## src/rtl/jtag_fifo_pkg.sv

```systemverilog
// rtl/jtag_fifo_pkg.sv - shared state encoding and default parameters for the JTAG shift-out sequencer
package jtag_fifo_pkg;

    localparam int c_DEF_DATA_WIDTH     = 8;
    localparam int c_DEF_RD_DEPTH_WIDTH = 9;
    localparam int c_DEF_CNT_WIDTH      = 8;

    typedef enum logic [1:0] {
        ST_IDLE = 2'd0,
        ST_HDR  = 2'd1,
        ST_DATA = 2'd2,
        ST_PAD  = 2'd3
    } jtag_state_e;

    function automatic int max_int(input int a, input int b);
        return (a > b) ? a : b;
    endfunction

endpackage

```

## src/rtl/jtag_shift_out_seq_if.sv

```systemverilog
// rtl/jtag_shift_out_seq_if.sv - FIFO read-side bundle between the sequencer and the read FIFO
// Signals: fifo_r_en (read strobe), fifo_rempty (empty flag),
//          fifo_rd_water_level (fill level), fifo_rdata (RAM data, one cycle after fifo_r_en).
// master: sequencer side; slave: FIFO side.
interface jtag_shift_out_seq_if
    import jtag_fifo_pkg::*;
#(
    parameter int c_DATA_WIDTH     = c_DEF_DATA_WIDTH,
    parameter int c_RD_DEPTH_WIDTH = c_DEF_RD_DEPTH_WIDTH
);
    logic                      fifo_r_en;
    logic                      fifo_rempty;
    logic [c_RD_DEPTH_WIDTH:0] fifo_rd_water_level;
    logic [c_DATA_WIDTH-1:0]   fifo_rdata;

    modport master (
        output fifo_r_en,
        input  fifo_rempty,
        input  fifo_rd_water_level,
        input  fifo_rdata
    );

    modport slave (
        input  fifo_r_en,
        output fifo_rempty,
        output fifo_rd_water_level,
        output fifo_rdata
    );
endinterface

```

## src/rtl/jtag_shift_out_sreg.sv

```systemverilog
// rtl/jtag_shift_out_sreg.sv - loadable LSB-first shift register with a shifted-bit counter
// Ports: clk/rst_n (async active-low), load/load_val (load wins over shift, clears counter),
//        shift (shift right, zero fill, count up), sout (bit 0), bit_cnt (bits shifted since load).
module jtag_shift_out_sreg #(
    parameter int c_WIDTH     = 8,
    parameter int c_CNT_WIDTH = 4
) (
    input  logic                   clk,
    input  logic                   rst_n,
    input  logic                   load,
    input  logic [c_WIDTH-1:0]     load_val,
    input  logic                   shift,
    output logic                   sout,
    output logic [c_CNT_WIDTH-1:0] bit_cnt
);
    logic [c_WIDTH-1:0]     data_q, data_d;
    logic [c_CNT_WIDTH-1:0] bit_cnt_q, bit_cnt_d;

    always_comb begin
        data_d    = data_q;
        bit_cnt_d = bit_cnt_q;
        if (load) begin
            data_d    = load_val;
            bit_cnt_d = '0;
        end else if (shift) begin
            data_d    = {1'b0, data_q[c_WIDTH-1:1]};
            // Free-running wrap is harmless: only HDR/DATA compare against it.
            bit_cnt_d = bit_cnt_q + c_CNT_WIDTH'(1);
        end
    end

    always_ff @(posedge clk or negedge rst_n) begin
        if (!rst_n) begin
            data_q    <= '0;
            bit_cnt_q <= '0;
        end else begin
            data_q    <= data_d;
            bit_cnt_q <= bit_cnt_d;
        end
    end

    assign sout    = data_q[0];
    assign bit_cnt = bit_cnt_q;
endmodule

```

## src/rtl/jtag_shift_out_seq.sv

```systemverilog
// rtl/jtag_shift_out_seq.sv - streams a count header then FIFO words out of TDO, LSB first
// Ports: rclk, rrst_n (async active-low), capture_dr/shift_dr/update_dr (TAP),
//        tdo (serial out), busy (not IDLE), underrun (sticky), fifo (FIFO read bundle, master).
module jtag_shift_out_seq
    import jtag_fifo_pkg::*;
#(
    parameter int c_DATA_WIDTH     = c_DEF_DATA_WIDTH,
    parameter int c_RD_DEPTH_WIDTH = c_DEF_RD_DEPTH_WIDTH,
    parameter int c_CNT_WIDTH      = c_DEF_CNT_WIDTH
) (
    input  logic rclk,
    input  logic rrst_n,
    input  logic capture_dr,
    input  logic shift_dr,
    input  logic update_dr,
    output logic tdo,
    output logic busy,
    output logic underrun,
    jtag_shift_out_seq_if.master fifo
);
    localparam int SW   = max_int(c_DATA_WIDTH, c_CNT_WIDTH);
    localparam int BCW  = $clog2(SW) + 1;
    localparam int CMPW = max_int(c_RD_DEPTH_WIDTH + 1, c_CNT_WIDTH);
    localparam logic [c_CNT_WIDTH-1:0] CNT_MAX = '1;

    jtag_state_e             state_q, state_d;
    logic [c_CNT_WIDTH-1:0]  remaining_q, remaining_d;
    logic [c_DATA_WIDTH-1:0] hold_q, hold_d;
    logic                    rd_pend_q, rd_pend_d;
    logic                    underrun_q, underrun_d;

    logic [CMPW-1:0]         wl_ext;
    logic [c_CNT_WIDTH-1:0]  burst_cnt;
    logic                    shift_en, hdr_last, data_last, rd_need;
    logic                    sreg_load, sreg_out;
    logic [SW-1:0]           sreg_val;
    logic [BCW-1:0]          bit_cnt;

    assign wl_ext    = CMPW'(fifo.fifo_rd_water_level);
    assign burst_cnt = (wl_ext > CMPW'(CNT_MAX)) ? CNT_MAX : c_CNT_WIDTH'(wl_ext);
    assign shift_en  = shift_dr && (state_q != ST_IDLE);
    assign hdr_last  = shift_en && (state_q == ST_HDR)  && (bit_cnt == BCW'(c_CNT_WIDTH - 1));
    assign data_last = shift_en && (state_q == ST_DATA) && (bit_cnt == BCW'(c_DATA_WIDTH - 1));

    // remaining counts words still to be moved into the shift register after the
    // one currently shifting. The next word is prefetched at the moment the current
    // one is loaded, so hold_q is always ready a full word-time ahead.
    always_comb begin
        state_d     = state_q;
        remaining_d = remaining_q;
        hold_d      = hold_q;
        underrun_d  = underrun_q;
        rd_need     = 1'b0;
        sreg_load   = 1'b0;
        sreg_val    = '0;

        if (rd_pend_q) begin
            hold_d = fifo.fifo_rdata;
        end

        if (capture_dr) begin
            state_d     = ST_HDR;
            sreg_load   = 1'b1;
            sreg_val    = SW'(burst_cnt);
            remaining_d = burst_cnt;
            rd_need     = (burst_cnt != '0);
        end else if (update_dr) begin
            state_d = ST_IDLE;
        end else if (hdr_last || data_last) begin
            sreg_load = 1'b1;
            if (remaining_q != '0) begin
                state_d     = ST_DATA;
                sreg_val    = SW'(hold_q);
                remaining_d = remaining_q - c_CNT_WIDTH'(1);
                rd_need     = (remaining_d != '0);
            end else begin
                state_d = ST_PAD;
            end
        end

        // A starved read still advances the burst; the missing word becomes zeros.
        if (rd_need && fifo.fifo_rempty) begin
            hold_d     = '0;
            underrun_d = 1'b1;
        end
    end

    assign rd_pend_d = fifo.fifo_r_en;

    always_ff @(posedge rclk or negedge rrst_n) begin
        if (!rrst_n) begin
            state_q     <= ST_IDLE;
            remaining_q <= '0;
            hold_q      <= '0;
            rd_pend_q   <= 1'b0;
            underrun_q  <= 1'b0;
        end else begin
            state_q     <= state_d;
            remaining_q <= remaining_d;
            hold_q      <= hold_d;
            rd_pend_q   <= rd_pend_d;
            underrun_q  <= underrun_d;
        end
    end

    jtag_shift_out_sreg #(
        .c_WIDTH     (SW),
        .c_CNT_WIDTH (BCW)
    ) u_sreg (
        .clk      (rclk),
        .rst_n    (rrst_n),
        .load     (sreg_load),
        .load_val (sreg_val),
        .shift    (shift_en),
        .sout     (sreg_out),
        .bit_cnt  (bit_cnt)
    );

    // Gated by reset so the strobe drops in the same cycle reset asserts.
    assign fifo.fifo_r_en = rrst_n && rd_need && !fifo.fifo_rempty;
    assign tdo            = sreg_out && (state_q != ST_IDLE);
    assign busy           = (state_q != ST_IDLE);
    assign underrun       = underrun_q;
endmodule

```

## src/flat_wrapper.sv

```systemverilog
// flat-port wrapper written by rule: the top's interface ports become plain ports
module jtag_shift_out_seq_flat import jtag_fifo_pkg::*;
#(
    parameter int c_DATA_WIDTH     = c_DEF_DATA_WIDTH,
    parameter int c_RD_DEPTH_WIDTH = c_DEF_RD_DEPTH_WIDTH,
    parameter int c_CNT_WIDTH      = c_DEF_CNT_WIDTH
)
  (rclk, rrst_n, capture_dr, shift_dr, update_dr, tdo, busy, underrun, fifo_fifo_r_en, fifo_fifo_rempty, fifo_fifo_rd_water_level, fifo_fifo_rdata);
  jtag_shift_out_seq_if #(.c_DATA_WIDTH(c_DATA_WIDTH), .c_RD_DEPTH_WIDTH(c_RD_DEPTH_WIDTH)) fifo_i ();
  input  logic rclk;
  input  logic rrst_n;
  input  logic capture_dr;
  input  logic shift_dr;
  input  logic update_dr;
  output logic tdo;
  output logic busy;
  output logic underrun;
  output wire logic [$bits(fifo_i.fifo_r_en)-1:0] fifo_fifo_r_en;
  input wire logic [$bits(fifo_i.fifo_rempty)-1:0] fifo_fifo_rempty;
  input wire logic [$bits(fifo_i.fifo_rd_water_level)-1:0] fifo_fifo_rd_water_level;
  input wire logic [$bits(fifo_i.fifo_rdata)-1:0] fifo_fifo_rdata;
  assign fifo_fifo_r_en = fifo_i.fifo_r_en;
  assign fifo_i.fifo_rempty = fifo_fifo_rempty;
  assign fifo_i.fifo_rd_water_level = fifo_fifo_rd_water_level;
  assign fifo_i.fifo_rdata = fifo_fifo_rdata;
  jtag_shift_out_seq #(.c_DATA_WIDTH(c_DATA_WIDTH), .c_RD_DEPTH_WIDTH(c_RD_DEPTH_WIDTH), .c_CNT_WIDTH(c_CNT_WIDTH)) u_core (.rclk(rclk), .rrst_n(rrst_n), .capture_dr(capture_dr), .shift_dr(shift_dr), .update_dr(update_dr), .tdo(tdo), .busy(busy), .underrun(underrun), .fifo(fifo_i));
endmodule
```

## config.mk

```make
export PLATFORM = sky130hd
export DESIGN_NAME = jtag_shift_out_seq_flat
export DESIGN_NICKNAME = d
export VERILOG_FILES = /design/src/rtl/jtag_fifo_pkg.sv /design/src/rtl/jtag_shift_out_seq_if.sv /design/src/rtl/jtag_shift_out_sreg.sv /design/src/rtl/jtag_shift_out_seq.sv /design/src/flat_wrapper.sv
export SDC_FILE = /design/constraint.sdc
export NUM_CORES = 1
export LEC_CHECK = 0
export ABC_AREA = 1
export CAP_MARGIN = 25
export CORE_UTILIZATION = 54
export CTS_BUF_LIST = sky130_fd_sc_hd__clkbuf_4 sky130_fd_sc_hd__clkbuf_8 sky130_fd_sc_hd__clkbuf_16
export DETAILED_ROUTE_END_ITERATION = 6
export GPL_ROUTABILITY_DRIVEN = 0
export MAX_ROUTING_LAYER = met4
export PLACE_DENSITY = 0.87
export REMOVE_ABC_BUFFERS = 1
export SLEW_MARGIN = 20
export SYNTH_ARGS = -nofsm -noshare
export SYNTH_HDL_FRONTEND = slang
export SYNTH_HIERARCHICAL = 1
export SYNTH_SLANG_ARGS = --single-unit
export TNS_END_PERCENT = 30
```

## constraint.sdc

```tcl
create_clock -name rclk -period 2.2 [get_ports rclk]
set_input_delay 0.44 -clock rclk [delete_from_list [all_inputs] [get_ports rclk]]
set_output_delay 0.44 -clock rclk [all_outputs]
set_load 0.005 [all_outputs]
```

==> metrics.md <==
| Metric | Value |
|---|---|
| Status | finished with violations |
| Violated checks | setup timing |
| Synth top cells by count | nand2_1, inv_1, dfrtp_1 |
| Layout net count | 340 |
| H-tree depth | 2 |
| Seq cells post-synth | 32 |
| Core Util, Final | 0.7866 |
| P_leak | 1.305 nW |
| Min Tclk post-route | around 2.2 ns |
| YS warnings | 6 |
| Sequential share of power | 0.391 |
| Root Driver | clkbuf_8 |
| Hold crit path type | reg -> reg |
| Via-per-instance ratio | approximately 5.3 |
| Cell depth of the worst min-delay path | 2 |
| Total GRT Usage | 0.2858 |
| Routed WL | 4951 um |
| Setup ws final | -0.04785 ns |
| Final Hold Fails | 0 |
| Fin. max-slew vios | 0 |
| Ranking of synthesized cells by area | dfrtp_1, nand2_1, inv_1, o21ai_0, nor2_1 |
| Syn Area/Cell | 7.867 sq um |
| Number of diodes | 0 |
| Final Non-Filler Cells | 359 |
| Worst rel slew slack | 0.6653 |
| Top-area cell type share of the netlist area | 0.4008 |
| Vias post-DR | approximately 1.9k |
| Number of remaining DRC errors | 0 |
| Clock sink count | 32 |
| Ports | 28 |
| Initial core utilization | 0.5805 |
| Worst-margin pin slew | 0.4968 ns |
| Peak supply drop | 0.5417 mV |
| Sequential area share after synthesis | 0.4008 |
| Synth Instances | 254 |
| Primary FF master, synth | dfrtp_1 |
| Clock Power Share | 0.336 |
| Most frequent cell after synthesis | nand2_1 |
| Nature of the critical path startpoint | register |
| Crit end category | output port |
| Grt total ovfl | 0 |
| # rows | 21 |
| Initial DRT Pass Iterations | 4 |
| Tcrit/Tclk final | 1.022 |
| First-pass GRT wire length | between 8000 and 9000 um |
| Placed Instances | 345 |
| Maxcap violations | 0 |
| Clock slew at reported path FFs | 0.06 ns |
| Cell area after synthesis | 1998 sq um |
| Area delta synth->final | 35.50% |
| Core area | ~3400 sq um |
| Hold bufs inserted after CTS | 0 |
| Post-synth top area cell | dfrtp_1 |
| CP Max Fanout | 4 |
| Largest net degree at the start of global routing | 33 |
| Net switching power figure | between 0.0005 and 0.0006 W |
| Comb pwr share | 0.273 |
| Die ar. | 3948 sq um |
| Clock skew | 0.003454 ns |
| Antenna violations before repair | 0 |
| WP data arrival | 1.81 ns |
| Port bufs | 27 |
| Cell variety after synth | 32 |
| Worst-case reg-to-reg path depth | 12 |
| WL per Instance | 13.79 um |
| Vias in the first global route | around 1.9k |
| Clk buf depth | 2 |
| Switch share | 0.2934 |
| Crit path required time | around 1.8 ns |
| Post-DP HPWL | roughly 3500 um |
| Pwr dens | 669.4 nW/um^2 |
| TritonCTS Buffers | 5 |
| Proportion of layout cells with a drive suffix above 1 | 0.2875 |
| Die H | 62.83 um |
| Max Freq | 444.9 MHz |
| DRT iter0 DRCs | 119 |
| Kind of critical path | reg -> out |
| Die width | 62.83 um |
| Placed Area | 2465 sq um |
| Finish-stage setup viols | 1 |
| Worst-Skew Late Latency | 0.28 ns |
| Finished Cell Area | 2708 sq um |
| Ys async rst share | 1.000 |
| Worst hold slack | 0.4612 ns |
| Remaining antenna violation count after routing | 0 |
| Int Pwr | 0.001281 W |
| CTS tree | built |
| EDFF count, synth | 0 |
| Total power | 0.001812 W |
| RSZ-0062 raised after global routing | true |
-- metrics by stage --
stage	TNS, ns	worst slack [ns]
floorplan	-0.6097	-0.1244
global placement	-0.4128	-0.4128
detailed placement	-0.4415	-0.4415
CTS	0	0.003301
global route	-0.1414	-0.1414
finish	-0.04785	-0.04785
-- layer usage --
metal | vias up | part of all wire | global-route usage
li1 | 922 | - | -
met1 | 889 | 0.41 | 0.3224
met2 | 80 | 0.49 | 0.4633
met3 | 16 | 0.064 | 0.06934
met4 | 0 | 0.035 | 0.1599
met5 | - | 0 | -
-- sequential cells by signal, indices dropped and copies added (netlist names) --
name / count
u_core/u_sreg/bit_cnt: 4
u_core/remaining_q: 8
u_core/state_q: 2
u_core/hold_q: 8
u_core/rd_pend_q: 1
u_core/underrun: 1
u_core/u_sreg/data_q: 8
-- path summary, 6_finish.rpt --
path                                                 end  slack (ns)                startpoint
min in group asynchronous          u_core/remaining_q[1]        0.63                    rrst_n
max in group asynchronous        u_core/u_sreg/data_q[5]        1.29                    rrst_n
worst max-delay path                      fifo_fifo_r_en       -0.05     u_core/remaining_q[1]
worst min-delay path                     u_core/underrun        0.46           u_core/underrun
worst max register to register  u_core/u_sreg/bit_cnt[3]        0.30  u_core/u_sreg/bit_cnt[3]
worst min register to register           u_core/underrun        0.46           u_core/underrun
-- critical path: stages, from the launching register on --
cell     delay (ns)
dfrtp_1        0.42
buf_6          0.14
nor2_4         0.13
nand2_4        0.08
buf_6          0.12
o21ai_4        0.14
nand2_2        0.09
nor2_2         0.10
nand2_2        0.07
nand3_2        0.07
nor2_2         0.04
buf_2          0.12
-- kinds of logic after synthesis --
kind of cell,share of synthesized area
simple gates,0.2843
compound gates,0.1678
buf+inv,0.1165
flops,0.4008
fa+ha+maj,0.02505
mux,0.005635
-- final cells by class --
cell class / instances / area, sq um
fill: 230 / 734.5
clock buffer: 7 / 96.34
sequential: 32 / 800.8
timing repair buffer: 55 / 484.2
inverter: 48 / 206.4
clock inverter: 1 / 30.03
tap: 46 / 57.56
multi-input combinational: 170 / 1032
-- layout by cell type, fill, tap and decap left out --
| cell | count |
|---|---|
| dlygate4sd2_1 | 2 |
| and2_1 | 1 |
| a21oi_2 | 2 |
| o21ai_2 | 6 |
| nand2_1 | 51 |
| nand2_4 | 1 |
| o311ai_0 | 1 |
| o21a_1 | 2 |
| o22ai_1 | 2 |
| buf_2 | 1 |
| o21ai_1 | 4 |
| ha_1 | 2 |
| clkdlybuf4s50_1 | 24 |
| nand3_4 | 3 |
| nor3_1 | 1 |
| nand3_1 | 11 |
| clkbuf_8 | 7 |
| o21ai_4 | 1 |
| nand2_2 | 8 |
| a21oi_1 | 3 |
| bufinv_16 | 2 |
| nor2_2 | 7 |
| a22oi_1 | 4 |
| dfrtp_1 | 32 |
| buf_6 | 3 |
| o211ai_1 | 2 |
| nand3_2 | 3 |
| a22o_2 | 1 |
| inv_1 | 38 |
| inv_2 | 9 |
| ha_4 | 2 |
| o21ai_0 | 26 |
| nand4_2 | 1 |
| nand4_1 | 1 |
| nor2_4 | 7 |
| nor2_1 | 16 |
| mux2_2 | 1 |
| buf_4 | 25 |
-- repair_timing --
action | 4_1_cts | 5_1_grt
resized for setup | 14 | 12
endpoints found under the setup margin | 1 | 1
buffers inserted | 4 | 2
pin swaps | 6 | 8
cloned | 0 | 0
-- power by group through the flow --
stage | registers, W | clock network [W] | logic (W)
after global routing | 0.000715 | 0.000654 | 0.000540
final | 0.000708 | 0.000609 | 0.000495
after floorplan | 0.000701 | 0 | 0.000259
after detailed placement | 0.000710 | 0 | 0.000439
after CTS | 0.000702 | 0.000626 | 0.000453
after global placement | 0.000708 | 0 | 0.000421
Power figures use the tool's default switching activity.
